<file path="src/rtl/uart_pkg.sv">
// Shared definitions for the UART transmit path.
// Contents: LCR bit positions, word-length encoding, TX FSM state type, bit timing constants
// and the parity helper used by the serializer.
package uart_pkg;

    // LCR bit positions ([1:0] is the word-length select)
    localparam int unsigned LcrStb = 2;
    localparam int unsigned LcrPen = 3;
    localparam int unsigned LcrEps = 4;
    localparam int unsigned LcrSp  = 5;
    localparam int unsigned LcrBc  = 6;

    // WLS encoding for 5-bit words; the only length that changes stop-bit timing
    localparam logic [1:0] Wls5 = 2'd0;

    localparam int unsigned TicksPerBit = 16;

    typedef enum logic [2:0] {
        StIdle,
        StStart,
        StData,
        StParity,
        StStop1,
        StStop2
    } tx_state_e;

    // data_xor is the XOR of all transmitted data bits
    function automatic logic parity_bit(input logic data_xor, input logic eps, input logic sp);
        if (sp) begin
            return ~eps;
        end
        return eps ? data_xor : ~data_xor;
    endfunction

endpackage

</file>
<file path="src/rtl/uart_tx_fifo.sv">
// Synchronous byte FIFO for the UART transmitter.
// Ports: clk_i, rst_i (sync, active high), push_i/pop_i (pre-qualified by the caller),
// clr_i (flush, wins over push/pop), data_i, data_o (head entry), count_o (occupancy),
// ready_o (registered "not full", low during reset).
module uart_tx_fifo #(
    parameter int unsigned Depth = 16,
    parameter int unsigned Aw    = 4
) (
    input  logic          clk_i,
    input  logic          rst_i,
    input  logic          push_i,
    input  logic          pop_i,
    input  logic          clr_i,
    input  logic [7:0]    data_i,
    output logic [7:0]    data_o,
    output logic [Aw:0]   count_o,
    output logic          ready_o
);

    localparam logic [Aw:0] DepthCnt = Depth[Aw:0];

    logic [7:0]    mem_q [Depth];
    logic [Aw-1:0] wptr_q, wptr_d, rptr_q, rptr_d;
    logic [Aw:0]   count_q, count_d;
    logic          ready_q;

    always_comb begin
        wptr_d  = wptr_q;
        rptr_d  = rptr_q;
        count_d = count_q;
        if (clr_i) begin
            wptr_d  = '0;
            rptr_d  = '0;
            count_d = '0;
        end else begin
            if (push_i) wptr_d = wptr_q + Aw'(1);
            if (pop_i)  rptr_d = rptr_q + Aw'(1);
            unique case ({push_i, pop_i})
                2'b10:   count_d = count_q + (Aw + 1)'(1);
                2'b01:   count_d = count_q - (Aw + 1)'(1);
                default: count_d = count_q;
            endcase
        end
    end

    always_ff @(posedge clk_i) begin
        if (rst_i) begin
            wptr_q  <= '0;
            rptr_q  <= '0;
            count_q <= '0;
            ready_q <= 1'b0;
        end else begin
            wptr_q  <= wptr_d;
            rptr_q  <= rptr_d;
            count_q <= count_d;
            ready_q <= (count_d < DepthCnt);
            if (push_i && !clr_i) mem_q[wptr_q] <= data_i;
        end
    end

    assign data_o  = mem_q[rptr_q];
    assign count_o = count_q;
    assign ready_o = ready_q;

endmodule

</file>
<file path="src/rtl/uart_tx_serializer.sv">
// UART transmitter: buffers bytes and frames them (start, 5-8 data LSB first, optional parity,
// 1/1.5/2 stop) on stx_o, paced by the 16x baud enable.
// Build option: define UART_TX_FIFO_EN for a FIFO_DEPTH-entry FIFO; otherwise a single
// holding register feeds the shifter.
// Ports: clk_i, rst_i (sync, active high), enable_i (16x tick), lcr_i (line control),
// tx_data_i/tx_valid_i/tx_ready_o (byte write handshake), tx_clr_i (flush pending bytes),
// stx_o (serial out, idle high), thr_empty_o (THRE), tx_idle_o (TEMT),
// fifo_count_o (pending bytes).
module uart_tx_serializer
    import uart_pkg::*;
#(
    parameter int unsigned Tp         = 1,
    parameter int unsigned FIFO_DEPTH = 16,
    parameter int unsigned FIFO_AW    = 4
) (
    input  logic               clk_i,
    input  logic               rst_i,
    input  logic               enable_i,
    input  logic [7:0]         lcr_i,
    input  logic [7:0]         tx_data_i,
    input  logic               tx_valid_i,
    output logic               tx_ready_o,
    input  logic               tx_clr_i,
    output logic               stx_o,
    output logic               thr_empty_o,
    output logic               tx_idle_o,
    output logic [FIFO_AW:0]   fifo_count_o
);

    localparam logic [3:0] BitLast  = 4'(TicksPerBit - 1);
    localparam logic [3:0] HalfLast = 4'(TicksPerBit / 2 - 1);

    logic       push, pop, pending, thr_empty;
    logic [7:0] head_data;

    assign push    = tx_valid_i && tx_ready_o && !tx_clr_i;
    assign pending = !thr_empty && !tx_clr_i;

`ifdef UART_TX_FIFO_EN
    uart_tx_fifo #(
        .Depth (FIFO_DEPTH),
        .Aw    (FIFO_AW)
    ) u_tx_fifo (
        .clk_i   (clk_i),
        .rst_i   (rst_i),
        .push_i  (push),
        .pop_i   (pop),
        .clr_i   (tx_clr_i),
        .data_i  (tx_data_i),
        .data_o  (head_data),
        .count_o (fifo_count_o),
        .ready_o (tx_ready_o)
    );
    assign thr_empty = (fifo_count_o == '0);
`else
    logic [7:0] hold_q;
    logic       hold_valid_q, hold_valid_d, hold_ready_q;

    // push and pop are mutually exclusive: push needs an empty register, pop a full one
    always_comb begin
        hold_valid_d = hold_valid_q;
        if (tx_clr_i)  hold_valid_d = 1'b0;
        else if (push) hold_valid_d = 1'b1;
        else if (pop)  hold_valid_d = 1'b0;
    end

    always_ff @(posedge clk_i) begin
        if (rst_i) begin
            hold_q       <= '0;
            hold_valid_q <= 1'b0;
            hold_ready_q <= 1'b0;
        end else begin
            hold_valid_q <= hold_valid_d;
            hold_ready_q <= !hold_valid_d;
            if (push) hold_q <= tx_data_i;
        end
    end

    assign head_data    = hold_q;
    assign thr_empty    = !hold_valid_q;
    assign tx_ready_o   = hold_ready_q;
    assign fifo_count_o = {{FIFO_AW{1'b0}}, hold_valid_q};
`endif

    tx_state_e  state_q, state_d;
    logic [3:0] tick_q, tick_d;
    logic [2:0] bit_q, bit_d;
    logic [7:0] shift_q, shift_d;
    logic       par_q, par_d;
    logic [5:0] lcr_q, lcr_d;
    logic       stx_q, stx_d, line_bit;
    logic       load, frame_end;

    always_comb begin
        state_d   = state_q;
        tick_d    = tick_q;
        bit_d     = bit_q;
        shift_d   = shift_q;
        par_d     = par_q;
        lcr_d     = lcr_q;
        load      = 1'b0;
        frame_end = 1'b0;
        if (enable_i) begin
            tick_d = tick_q + 4'd1;
            unique case (state_q)
                StIdle: begin
                    tick_d = '0;
                    load   = pending;
                end
                StStart: begin
                    if (tick_q == BitLast) begin
                        state_d = StData;
                        bit_d   = '0;
                    end
                end
                StData: begin
                    if (tick_q == BitLast) begin
                        shift_d = {1'b0, shift_q[7:1]};
                        par_d   = par_q ^ shift_q[0];
                        // last data bit index is 4 + WLS
                        if (bit_q == {1'b1, lcr_q[1:0]}) begin
                            state_d = lcr_q[LcrPen] ? StParity : StStop1;
                        end else begin
                            bit_d = bit_q + 3'd1;
                        end
                    end
                end
                StParity: begin
                    if (tick_q == BitLast) state_d = StStop1;
                end
                StStop1: begin
                    if (tick_q == BitLast) begin
                        if (lcr_q[LcrStb]) state_d = StStop2;
                        else               frame_end = 1'b1;
                    end
                end
                StStop2: begin
                    // 5-bit words get 1.5 stop bits
                    if (tick_q == ((lcr_q[1:0] == Wls5) ? HalfLast : BitLast)) frame_end = 1'b1;
                end
                default: state_d = StIdle;
            endcase
            if (frame_end) begin
                tick_d  = '0;
                state_d = StIdle;
                load    = pending;
            end
            if (load) begin
                state_d = StStart;
                tick_d  = '0;
                shift_d = head_data;
                par_d   = 1'b0;
                lcr_d   = lcr_i[5:0];
            end
        end
    end

    assign pop = load;

    // Line level for the state being entered, so stx_o changes with the state register
    always_comb begin
        line_bit = 1'b1;
        unique case (state_d)
            StStart:  line_bit = 1'b0;
            StData:   line_bit = shift_d[0];
            StParity: line_bit = parity_bit(par_d, lcr_d[LcrEps], lcr_d[LcrSp]);
            default:  line_bit = 1'b1;
        endcase
    end

    // Break uses the live LCR, not the per-frame copy
    assign stx_d = lcr_i[LcrBc] ? 1'b0 : line_bit;

    always_ff @(posedge clk_i) begin
        if (rst_i) begin
            state_q <= StIdle;
            tick_q  <= '0;
            bit_q   <= '0;
            shift_q <= '0;
            par_q   <= 1'b0;
            lcr_q   <= '0;
            stx_q   <= 1'b1;
        end else begin
            state_q <= state_d;
            tick_q  <= tick_d;
            bit_q   <= bit_d;
            shift_q <= shift_d;
            par_q   <= par_d;
            lcr_q   <= lcr_d;
            stx_q   <= stx_d;
        end
    end

    assign stx_o       = stx_q;
    assign thr_empty_o = thr_empty;
    assign tx_idle_o   = thr_empty && (state_q == StIdle);

    logic unused_cfg;
    assign unused_cfg = ^{Tp, FIFO_DEPTH, lcr_i[7]};

endmodule

</file>
<file path="config.mk">
export PLATFORM = sky130hd
export DESIGN_NAME = uart_tx_serializer
export DESIGN_NICKNAME = d
export VERILOG_FILES = /design/src/rtl/uart_pkg.sv /design/src/rtl/uart_tx_fifo.sv /design/src/rtl/uart_tx_serializer.sv
export SDC_FILE = /design/constraint.sdc
export NUM_CORES = 1
export LEC_CHECK = 0
export BUFFER_PORTS_ARGS = -buffer_cell sky130_fd_sc_hd__buf_2
export CAP_MARGIN = 20
export CORE_MARGIN = 5
export CORE_UTILIZATION = 43
export CTS_BUF_LIST = sky130_fd_sc_hd__clkbuf_8
export DETAILED_ROUTE_END_ITERATION = 8
export GPL_ROUTABILITY_DRIVEN = 0
export SYNTH_ARGS = -nofsm -noshare
export SYNTH_HDL_FRONTEND = slang
export SYNTH_HIERARCHICAL = 1
export SYNTH_SLANG_ARGS = --single-unit
</file>
<file path="constraint.sdc">
create_clock -name clk_i -period 2.72 [get_ports clk_i]
set_input_delay 0.544 -clock clk_i [delete_from_list [all_inputs] [get_ports clk_i]]
set_output_delay 0.544 -clock clk_i [all_outputs]
set_load 0.05 [all_outputs]
</file>
Word-level counts from Yosys, hierarchy flattened

Cells that the tools add are included.

Add/sub/neg operators: 2
Equal/unequal tests: 14
Muxes and demuxes: 48
Bitwise gates (word level): 3
Reductions and logical operators: 16

Operators by type and width:

| operator                                                         | number |
|---|---|
| 3-bit two-way mux                                                | 13 |
| 8-bit two-way mux                                                | 3 |
| 1-bit two-way mux                                                | 22 |
| 4-bit two-way mux                                                | 4 |
| 3-bit case mux with 5 select lines                               | 1 |
| 3-bit by 2-bit == test with 1-bit output (second input constant) | 4 |
| 6-bit two-way mux                                                | 2 |
| 3-bit by 1-bit == test with 1-bit output (second input constant) | 2 |
| 3-bit == test (second input constant)                            | 2 |
| 2-bit inequality test (second input constant)                    | 3 |
| 3-bit case mux with 2 select lines                               | 1 |
| 2-bit nonzero test                                               | 3 |
| 5-bit AND reduction                                              | 1 |
| 4-bit by 1-bit adder with 4-bit output (second input constant)   | 1 |
| 4-bit == test                                                    | 1 |
| 4-bit == test (second input constant)                            | 1 |
| 1-bit logical AND                                                | 4 |
| 3-bit by 1-bit adder with 3-bit output (second input constant)   | 1 |
| 3-bit == test                                                    | 1 |
| 1-bit zero test                                                  | 3 |
| 3-bit zero test                                                  | 1 |
| 1-bit case mux with 3 select lines                               | 1 |
| 3-bit AND reduction                                              | 1 |
| 2-bit zero test                                                  | 1 |
| other kinds (5)                                                  | 6 |

Register bits: 36
Bits of input ports: 21
Output and inout bits: 9
Word-level logic and storage cells: 95

Longest topological paths before layout

Gate-level depths: netlist of run 1.

Depth in word-level cells: 15
Gate-level depth with buffers: 9
Depth with buffers taken out: 8

Worst setup path after synthesis of run 1

Ideal clock, no wire load.

Path type: reg2out
Start: register state_q[0]
End: output port tx_idle_o
Arrival: 2020 ps
Required time: 2176 ps
Setup slack: 156 ps
Cell stages (with the launch flop): 3
Path buffers: 1
Cell sequence: dfxtp_1 > clkbuf_1 > nor4_1

Longest elaborated chain between the ends: 2

RTL lines:

| item                   | RTL line                  | RTL |
|---|---|---|
| start, declared        | uart_tx_serializer.sv:85  | `tx_state_e state_q, state_d;` |
| start signal, assigned | uart_tx_serializer.sv:176 | `state_q <= StIdle;` |
| start signal, assigned | uart_tx_serializer.sv:184 | `state_q <= state_d;` |
| 3-bit zero test        | uart_tx_serializer.sv:196 | `assign tx_idle_o = thr_empty && (state_q == StIdle);` |
| 1-bit logical AND      | uart_tx_serializer.sv:196 |  |
| end, declared          | uart_tx_serializer.sv:26  | `output logic tx_idle_o,` |

No other way between the ends.

Worst setup path after layout of run 1

Start: register tick_q[0]
End: register stx_q (netlist: stx_o)

Longest elaborated chain between the ends: 13
Elaborated cells on any way between the ends: 38
Those cells by class: 5 x eq/ne; 31 x mux; 2 x bitwise

RTL lines:

| item                                                   | RTL line                                                  | RTL |
|---|---|---|
| start, declared                                        | uart_tx_serializer.sv:86                                  | `logic [3:0] tick_q, tick_d;` |
| start signal, assigned                                 | uart_tx_serializer.sv:185                                 | `tick_q <= tick_d;` |
| 4-bit == test (on tied branches)                       | n/a                                                       |  |
| 1-bit two-way mux (on tied branches)                   | uart_tx_serializer.sv:139, uart_tx_serializer.sv:132      |  |
| 1-bit case mux with 2 select lines                     | uart_tx_serializer.sv:105                                 | `unique case (state_q)` |
| 1-bit two-way mux                                      | uart_tx_serializer.sv:103                                 | `if (enable_i) begin` |
| 1-bit two-way mux                                      | uart_tx_serializer.sv:143                                 | `if (frame_end) begin` |
| 1-bit two-way mux                                      | uart_tx_serializer.sv:103                                 |  |
| 6-bit two-way mux or 1-bit two-way mux (tied branches) | uart_tx_serializer.sv:148                                 | `if (load) begin` |
| 6-bit two-way mux or 1-bit two-way mux (tied branches) | uart_tx_serializer.sv:103                                 |  |
| 1-bit two-way mux, or another cell as far along        | uart_pkg.sv:29                                            | `if (sp) begin` |
| 1-bit two-way mux (on tied branches)                   | uart_tx_serializer.sv:163, uart_pkg.sv:29, uart_pkg.sv:32 |  |
| 1-bit two-way mux                                      | uart_pkg.sv:32                                            | `return eps ? data_xor : ~data_xor;` |
| 1-bit case mux with 3 select lines (*)                 | uart_tx_serializer.sv:163                                 | `unique case (state_d)` |
| 1-bit two-way mux (*)                                  | uart_tx_serializer.sv:172                                 | `assign stx_d = lcr_i[LcrBc] ? 1'b0 : line_bit;` |
| end signal, assigned                                   | uart_tx_serializer.sv:190                                 | `stx_q <= stx_d;` |
| end, declared                                          | uart_tx_serializer.sv:91                                  | `logic stx_q, stx_d, line_bit;` |

Every way passes the cells marked *; elsewhere a longest branch is shown, timed or not. The select of a mux whose other input is x is not followed.
A chain may end at the register's enable or synchronous reset.

==> results of run 1 <==
[power by group through the flow]
| stage | registers (mW) | clock network (mW) | logic, mW |
|---|---|---|---|
| floorplan | 0.559 | 0 | 0.0601 |
| global placement | 0.552 | 0 | 0.0862 |
| detailed placement | 0.553 | 0 | 0.0881 |
| CTS | 0.541 | 0.404 | 0.0884 |
| global route | 0.542 | 0.429 | 0.0948 |
| finish | 0.541 | 0.394 | 0.0877 |
[placed cells by master (no fill, tap or decap), types with 2 or more instances in the layout]
cell      instances
a21oi_1           8
nand4_1           3
xnor2_1           5
conb_1            4
nor3_1            7
o21a_1            2
mux2i_1          15
nor4_1            2
ha_1              2
buf_4             6
inv_1             8
or3_1             4
nand2b_1          3
xor2_1            2
buf_2            24
and3_1            2
nor2_1           30
a211o_1           3
nand2_1           8
dfxtp_1          36
a22oi_1           6
nand3_1           4
clkinv_2          2
a22o_1            6
o21ai_0           6
clkbuf_8          6
[final timing paths]
kind | startpoint | endpoint | cells past startpoint
hold reg to reg | shift_q[7]$_SDFFE_PP0P_ | shift_q[7]$_SDFFE_PP0P_ | 2
setup reg to reg | tick_q[0]$_SDFFE_PP0P_ | stx_o$_SDFF_PP1_ | 8
setup / recovery | tick_q[0]$_SDFFE_PP0P_ | stx_o$_SDFF_PP1_ | 8
hold / removal | lcr_i[6] | stx_o$_SDFF_PP1_ | 2
[stage by stage]
stage / hold slack [ns] / cell area, µm² / util
floorplan: 0.455 / 1770 / -
global placement: 0.471 / 1910 / 0.480
detailed placement: 0.479 / 1910 / 0.480
CTS: 0.441 / 2000 / 0.503
global route: 0.449 / 2000 / 0.503
finish: 0.446 / 2000 / 0.503
[worst register-to-register path, delay by kind of cell, from the launching register on]
kind,cells,cell delay [ns]
adders and majority gates,1,0.29
AOI/OAI and AO/OA,5,1.35
DFF,1,0.39
and+or+nand+nor,2,0.36
[per-layer routing]
layer,vias to the layer above,wire (µm),GRT usage
met4,0,56,0.0684
met1,716,1740,0.183
met2,37,1960,0.266
li1,744,-,-
met5,-,0,0
met3,6,181,0.0405
[cells by family after synthesis]
kind of cell | Yosys count
muxes | 15
AOI/OAI and AO/OA | 41
other | 1
DFF | 36
xor gates and xnor gates | 7
buffers and inverters | 25
adders and majority gates | 2
and+or+nand+nor | 74
[registers in the layout, summed over array words and instances (netlist names)]
name and count:
tx_ready_o 1, tick_q 4, bit_q 3, stx_o 1, head_data 8, lcr_q 6, state_q 3, par_q 1
shift_q 8, hold_valid_q 1
[cell type report]
cell class | instances | area (µm²) | share of cell area
inverter | 8 | 30.0 | 0.0150
sequential | 36 | 721 | 0.361
multi-input combinational | 143 | 927 | 0.464
clock inverter | 2 | 10.0 | 0.00501
tap | 50 | 62.6 | 0.0313
clock buffer | 6 | 82.6 | 0.0413
timing repair buffer | 30 | 165 | 0.0827
==> out/qor.csv, run 1 <==
metric,value,unit
yosys.area_share.simple,0.215,
yosysSeqAreaShare,0.410,
swShare,0.250,
rrSetupSlack,0.26,ns
run_status,"finished, final reports clean",
insertion_delay,0.29,ns
setup_viol,0,
synthXorXnorAreaFrac,0.0349,
vdd_drop_max,0.303,mV
min_period,2.46,ns
finalHoldViolations,0,
switchingPower,0.256,mW
synth_top_family_by_area,simple AND/OR/NAND/NOR gates,
synth_edf_count,0,
wire_per_inst,14.3,µm
p_int,0.766,mW
period_share,0.905,
rows,23,
worst_pin_slew,0.594,ns
overflow,0,
synth_mux_area_frac,0.0853,
clk_pin_slew_worst_paths,0.08,ns
async_flop_share,0,
synth_top_flop_cell,dfxtp_1,
finalWirelength,3.94,mm
place.port_buffers,24,
vias,1503,
clock_skew,0.00546,ns
report.final.slew_viol_count,0,
fill_cells,406,
yosys_warnings,6,
yosys-top-cells-count,"36 x dfxtp_1, 30 x nor2_1, 15 x mux2i_1",
grt_pass1_wl,6.65,mm
start_util,0.443,
area.growth.synth_to_final,13.6,%
leakage,0.867,nW
fin_setup_tns,0,ns
synth_largest_area_cell,dfxtp_1,
seqPwrFrac,0.529,
grt_max_degree,35,
cp_common_cell,a211o_1,
synth-compound-area-share,0.169,
cts_buffer_depth,2,
dp.cells,267,
synth.most_common_cell,dfxtp_1,
drc_errors,0,
syn_inst,201,
cpPeakStageDelay,0.53,ns
combPwrFrac,0.086,
fp.coreArea,3970,µm²
dp_slack,0.371,ns
numCtsBuffers,5,
num_antenna_cells,0,
track_usage,0.155,
place_hpwl,2.84,mm
htreeDepth,2,
ys_top_cells_by_area,"dfxtp_1 41%, mux2i_1 8.5%, nor2_1 6.4%, a22o_1 3.0%, a22oi_1 2.6%",
cp-start-kind,flop,
syn_avg_cell_area,8.75,µm²
worst_slack,0.258,ns
hold_class,primary input to flop,
cp_top_family,compound AO/OA/AOI/OAI gates,
worstPathCellList,ha_1 > nand4b_1 > a211o_1 > a211o_1 > o21ai_0 > a31oi_1 > and4_1 > a211oi_2,
synthAdderAreaFrac,0.0142,
ys_ff_latch,36,
cts-root-buf,clkbuf_8,
num_io_pins,30,
crit_arrival,2.67,ns
cts_hold_buf,0,
drtAntennaViolNets,0,
fmax,406,MHz
power_frac_clock,0.385,
crit_buf_inv,0,
antenna_found_initial,0,
worst_path_max_delay_cell,a211o_1,
path_max_fanout,12,
fin_cells,275,
fp.dieW,74.0,µm
dr.first_iter.drc_count,93,
rsz0062_at_grt,false,
powerDensity,512,nW/µm²
finalPower,1.02,mW
postCtsResizedCells,0,
die_y,74.0,µm
slew_headroom,0.603,
cts_sinks,36,
synth_area,1760,µm²
ys_types,49,
grt_pass1_vias,1496,
worstSetupPathType,flop to flop,
crit_required,2.93,ns
drt-vias-per-instance,5.47,
cts_setup_buffers,0,
drt_pass1_iterations,4,
cts_tree,done,
nets,247,
cp-end-kind,flop,
drive_gt1_frac,0.191,
synth_top_area_share,0.410,
die_area,5470,µm²
cap_violations,0,
No activity file was read; power rests on OpenSTA's default activity.
==> run 2, diff against run 1 <==
RECOVER_POWER = 25   (was unset)
==> out/qor.csv, run 2 (synthesized netlist as in run 1, its figures left out) <==
metric,value,unit,change
rrSetupSlack,0.26,ns,about the same
crit_arrival,2.67,ns,about the same
period_share,0.905,,about the same
wl_met3,180,µm,-0.55%
cts_buffer_depth,2,,unchanged
rows,23,,unchanged
cap_violations,0,,unchanged
drt-vias-per-instance,5.49,,+0.53%
clock_skew,0.00549,ns,+0.0000272 ns
dr_wl_met2,1.97,mm,+0.36%
report.final.slew_viol_count,0,,unchanged
fin_setup_tns,0,ns,unchanged
cp-start-kind,flop,,
worstSetupPathType,flop to flop,,
run_status,"finished, final reports clean",,
finalWirelength,3.96,mm,+0.53%
vdd_drop_max,0.304,mV,+0.30%
worst_pin_slew,0.613,ns,+0.0192 ns
fp.coreArea,3970,µm²,unchanged
reg2reg_depth,8,,unchanged
grt_pass1_wl,6.65,mm,unchanged
cts_setup_buffers,0,,unchanged
start_util,0.443,,unchanged
met1_length,1.76,mm,+0.92%
crit_path_start,tick_q[0]$_SDFFE_PP0P_,,
overflow,0,,unchanged
clk_pin_slew_worst_paths,0.08,ns,about the same
final_cell_mix,"36 x dfxtp_1, 30 x nor2_1, 22 x buf_2",,
rsz0062_at_grt,false,,
cts-root-buf,clkbuf_8,,
finalHoldViolations,0,,unchanged
cts_tree,done,,
layout_commonest_cell,dfxtp_1,,
cts_hold_buf,0,,unchanged
r2r-end,stx_o$_SDFF_PP1_,,
dr.first_iter.drc_count,93,,unchanged
area.growth.synth_to_final,13.4,%,
place.port_buffers,24,,unchanged
vias,1511,,+0.53%
htreeDepth,2,,unchanged
cts_sinks,36,,unchanged
drc_errors,0,,unchanged
antenna_found_initial,0,,unchanged
track_usage,0.155,,unchanged
num_antenna_cells,0,,unchanged
num_io_pins,30,,unchanged
grt_max_degree,35,,unchanged
drtAntennaViolNets,0,,unchanged
fin_cells,275,,unchanged
crit_required,2.93,ns,about the same
cp-endpoint,stx_o$_SDFF_PP1_,,
fp.dieW,74.0,µm,unchanged
drt_pass1_iterations,4,,unchanged
fmax,406,MHz,about the same
grt_pass1_vias,1496,,unchanged
path_max_fanout,12,,unchanged
powerDensity,512,nW/µm²,+0.13%
cp-end-kind,flop,,
setup_viol,0,,unchanged
hold_class,primary input to flop,,
numCtsBuffers,5,,unchanged
place_hpwl,2.84,mm,unchanged
min_period,2.46,ns,-0.00218 ns
postCtsResizedCells,0,,unchanged
slew_headroom,0.593,,-0.00984
die_area,5470,µm²,unchanged
insertion_delay,0.29,ns,about the same
worstReg2RegStart,tick_q[0]$_SDFFE_PP0P_,,
wire_per_inst,14.4,µm,+0.53%
drive_gt1_frac,0.182,,-0.00889
dp.cells,267,,unchanged
die_y,74.0,µm,unchanged
nets,247,,unchanged
leakage,0.863,nW,-0.57%
top_layer,met4,,
[run 2: cell count changes in the layout (fill, tap and decap cells not counted), sizes merged]
cell and change:
buf -2, clkbuf +2
[run 2: power by group]
group / leakage [nW] / internal [mW] / switching [mW]
registers: 0.291 / 0.535 / 0.00537
logic: 0.520 / 0.0281 / 0.0592
clock network: 0.0510 / 0.202 / 0.192
total: 0.863 / 0.766 / 0.256
[run 2: worst min path at each step]
stage                                  startpoint                      end  slack [ns]  depth (start not counted)
after floorplan           shift_q[7]$_SDFFE_PP0P_  shift_q[7]$_SDFFE_PP0P_        0.45                          2
after global placement    shift_q[7]$_SDFFE_PP0P_  shift_q[7]$_SDFFE_PP0P_        0.47                          2
after detailed placement  shift_q[7]$_SDFFE_PP0P_  shift_q[7]$_SDFFE_PP0P_        0.48                          2
after CTS                                lcr_i[6]         stx_o$_SDFF_PP1_        0.44                          2
after global routing                     lcr_i[6]         stx_o$_SDFF_PP1_        0.45                          2
final                                    lcr_i[6]         stx_o$_SDFF_PP1_        0.45                          2
[run 2: critical path, cell delays in order, from the launching register on]
cell	delay, ns
dfxtp_1	0.39
ha_1	0.29
nand4b_1	0.14
a211o_1	0.33
a211o_1	0.53
o21ai_0	0.24
a31oi_1	0.08
and4_1	0.22
a211oi_2	0.17
[run 2: final cells by class]
| cell class | instances | area, µm² |
|---|---|---|
| clock buffer | 6 | 82.6 |
| sequential | 36 | 721 |
| inverter | 8 | 30.0 |
| tap | 50 | 62.6 |
| timing repair buffer | 30 | 163 |
| fill | 408 | 1980 |
| multi-input combinational | 143 | 927 |
| clock inverter | 2 | 10.0 |
[run 2: per-layer routing]
layer,vias to the layer above,GRT usage
li1,744,-
met1,725,0.183
met2,36,0.266
met3,6,0.0405
met4,0,0.0684
met5,-,0
[run 2: through the flow]
| step | utilization | cell area, µm² | hold slack [ns] | power (mW) | setup WS (ns) |
|---|---|---|---|---|---|
| 5_1_grt | 0.503 | 2000 | 0.449 | 1.07 | 0.180 |
| 6_report | 0.503 | 2000 | 0.446 | 1.02 | 0.260 |
| 3_5_place_dp | 0.480 | 1910 | 0.479 | 0.641 | 0.371 |
| 2_1_floorplan | - | 1770 | 0.455 | 0.619 | 0.156 |
| 4_1_cts | 0.503 | 2000 | 0.441 | 1.03 | 0.277 |
| 3_3_place_gp | 0.480 | 1910 | 0.471 | 0.639 | 0.402 |
==> run 3, diff against run 2 <==
CORE_ASPECT_RATIO = 1.2   (was unset)
==> out/qor.csv, run 3 (synthesized netlist as in run 1, its figures left out) <==
metric,value,unit,change
finalWirelength,3.84,mm,-3.1%
hold_path_startpoint,lcr_i[6],,
drc_errors,0,,unchanged
period_share,0.881,,-0.0239
cp-start-kind,flop,,
fmax,417,MHz,+2.7%
cts-root-buf,clkbuf_8,,
cpPeakStageDelay,0.51,ns,-0.02 ns
htreeDepth,2,,unchanged
finalHoldViolations,0,,unchanged
slew_headroom,0.601,,+0.00752
vdd_drop_max,0.418,mV,+38%
post-route-util,0.516,,+0.0137
cts_hold_buf,0,,unchanged
cts_setup_buffers,0,,unchanged
dr.first_iter.drc_count,89,,-4.3%
overflow,0,,unchanged
drt_pass1_iterations,5,,+1
setup_viol,0,,unchanged
insertion_delay,0.29,ns,about the same
crit_arrival,2.61,ns,-0.06 ns
min_period,2.40,ns,-0.0651 ns
worst_path_max_delay_cell,a211o_1,,
worstSetupPathType,flop to flop,,
r2r-end,stx_o$_SDFF_PP1_,,
grt_pass1_vias,1387,,-7.3%
reg2reg_depth,8,,unchanged
postCtsResizedCells,0,,unchanged
cp-end-kind,flop,,
nets,247,,unchanged
finalPower,1.14,mW,+12%
worstPathCellList,ha_1 > nand4b_1 > a211o_1 > a211o_1 > o21ai_0 > a31oi_1 > and4_1 > a211oi_2,,
leakage,0.876,nW,+1.6%
worst_slack,0.325,ns,+0.0651 ns
fp.dieW,68.4,µm,-7.5%
drtAntennaViolNets,0,,unchanged
vias,1435,,-5.0%
drive_gt1_frac,0.182,,unchanged
num_io_pins,30,,unchanged
grt_max_degree,34,,-2.9%
wire_per_inst,13.8,µm,-4.5%
fin_area,2030,µm²,+1.9%
grt_pass1_wl,6.20,mm,-6.8%
place_hpwl,2.75,mm,-3.2%
cts_tree,done,,
clock_skew,0.00621,ns,+0.000729 ns
numCtsBuffers,5,,unchanged
cap_violations,0,,unchanged
cp_common_cell,a211o_1,,
min_path_cells,2,,unchanged
num_antenna_cells,0,,unchanged
report.final.slew_viol_count,0,,unchanged
post_dp_cell_area,1910,µm²,+0.26%
crit_required,2.93,ns,about the same
powerDensity,562,nW/µm²,+9.8%
rows,25,,+8.7%
drt-vias-per-instance,5.14,,-6.4%
crit_buf_inv,0,,unchanged
clk_pin_slew_worst_paths,0.07,ns,about the same
die_y,80.1,µm,+8.3%
run_status,"finished, final reports clean",,
worstReg2RegStart,tick_q[0]$_SDFFE_PP0P_,,
dp_slack,0.351,ns,-0.0206 ns
cts_buffer_depth,2,,unchanged
fin_setup_tns,0,ns,unchanged
final_cell_mix,"36 x dfxtp_1, 30 x nor2_1, 22 x buf_2",,
worst_pin_slew,0.601,ns,-0.0113 ns
start_util,0.446,,+0.00338
antenna_found_initial,0,,unchanged
track_usage,0.151,,-0.00440
fp.coreArea,3940,µm²,-0.76%
cts_sinks,36,,unchanged
path_max_fanout,12,,unchanged
die_area,5480,µm²,+0.10%
layout_commonest_cell,dfxtp_1,,
rsz0062_at_grt,false,,
hold_class,primary input to flop,,
place.port_buffers,24,,unchanged
cp_top_family,compound AO/OA/AOI/OAI gates,,
area.growth.synth_to_final,15.6,%,
rrSetupSlack,0.32,ns,+0.07 ns
cp.depth,8,,unchanged
hold_path_end,stx_o$_SDFF_PP1_,,
==> run 3: layout make-up <==
type	instances	area (µm²)
fill	392	1910
multi-input combinational	143	927
sequential	36	721
clock buffer	7	96.3
tap	54	67.6
clock inverter	1	30.0
timing repair buffer	30	163
inverter	8	30.0
==> run 3: power breakdown <==
group	switching (mW)	internal [mW]	total (mW)
clock network	0.192	0.323	0.515
logic	0.0594	0.0281	0.0875
registers	0.00520	0.535	0.541
total	0.257	0.887	1.14
==> run 3: worst max-delay path by stage <==
stage | slack (ns) | from | to
global placement | 0.40 | tick_q[0]$_SDFFE_PP0P_ | stx_o$_SDFF_PP1_
global route | 0.18 | tick_q[0]$_SDFFE_PP0P_ | stx_o$_SDFF_PP1_
finish | 0.32 | tick_q[0]$_SDFFE_PP0P_ | stx_o$_SDFF_PP1_
floorplan | 0.16 | state_q[0]$_SDFF_PP0_ | tx_idle_o
detailed placement | 0.35 | tick_q[0]$_SDFFE_PP0P_ | stx_o$_SDFF_PP1_
CTS | 0.32 | tick_q[0]$_SDFFE_PP0P_ | stx_o$_SDFF_PP1_
==> run 3: layer usage <==
layer / GRT usage / part of all wire / vias up
li1: - / - / 750
met1: 0.171 / 0.43 / 657
met2: 0.259 / 0.52 / 23
met5: 0 / 0 / -
met4: 0.0596 / 0.013 / 0
met3: 0.0434 / 0.034 / 5
==> run 3: per-stage QoR <==
| step | std cells | hold slack (ns) |
|---|---|---|
| finish | 279 | 0.429 |
| global route | 279 | 0.431 |
| CTS | 279 | 0.421 |
| detailed placement | 271 | 0.491 |
| global placement | 271 | 0.469 |
| floorplan | 204 | 0.455 |
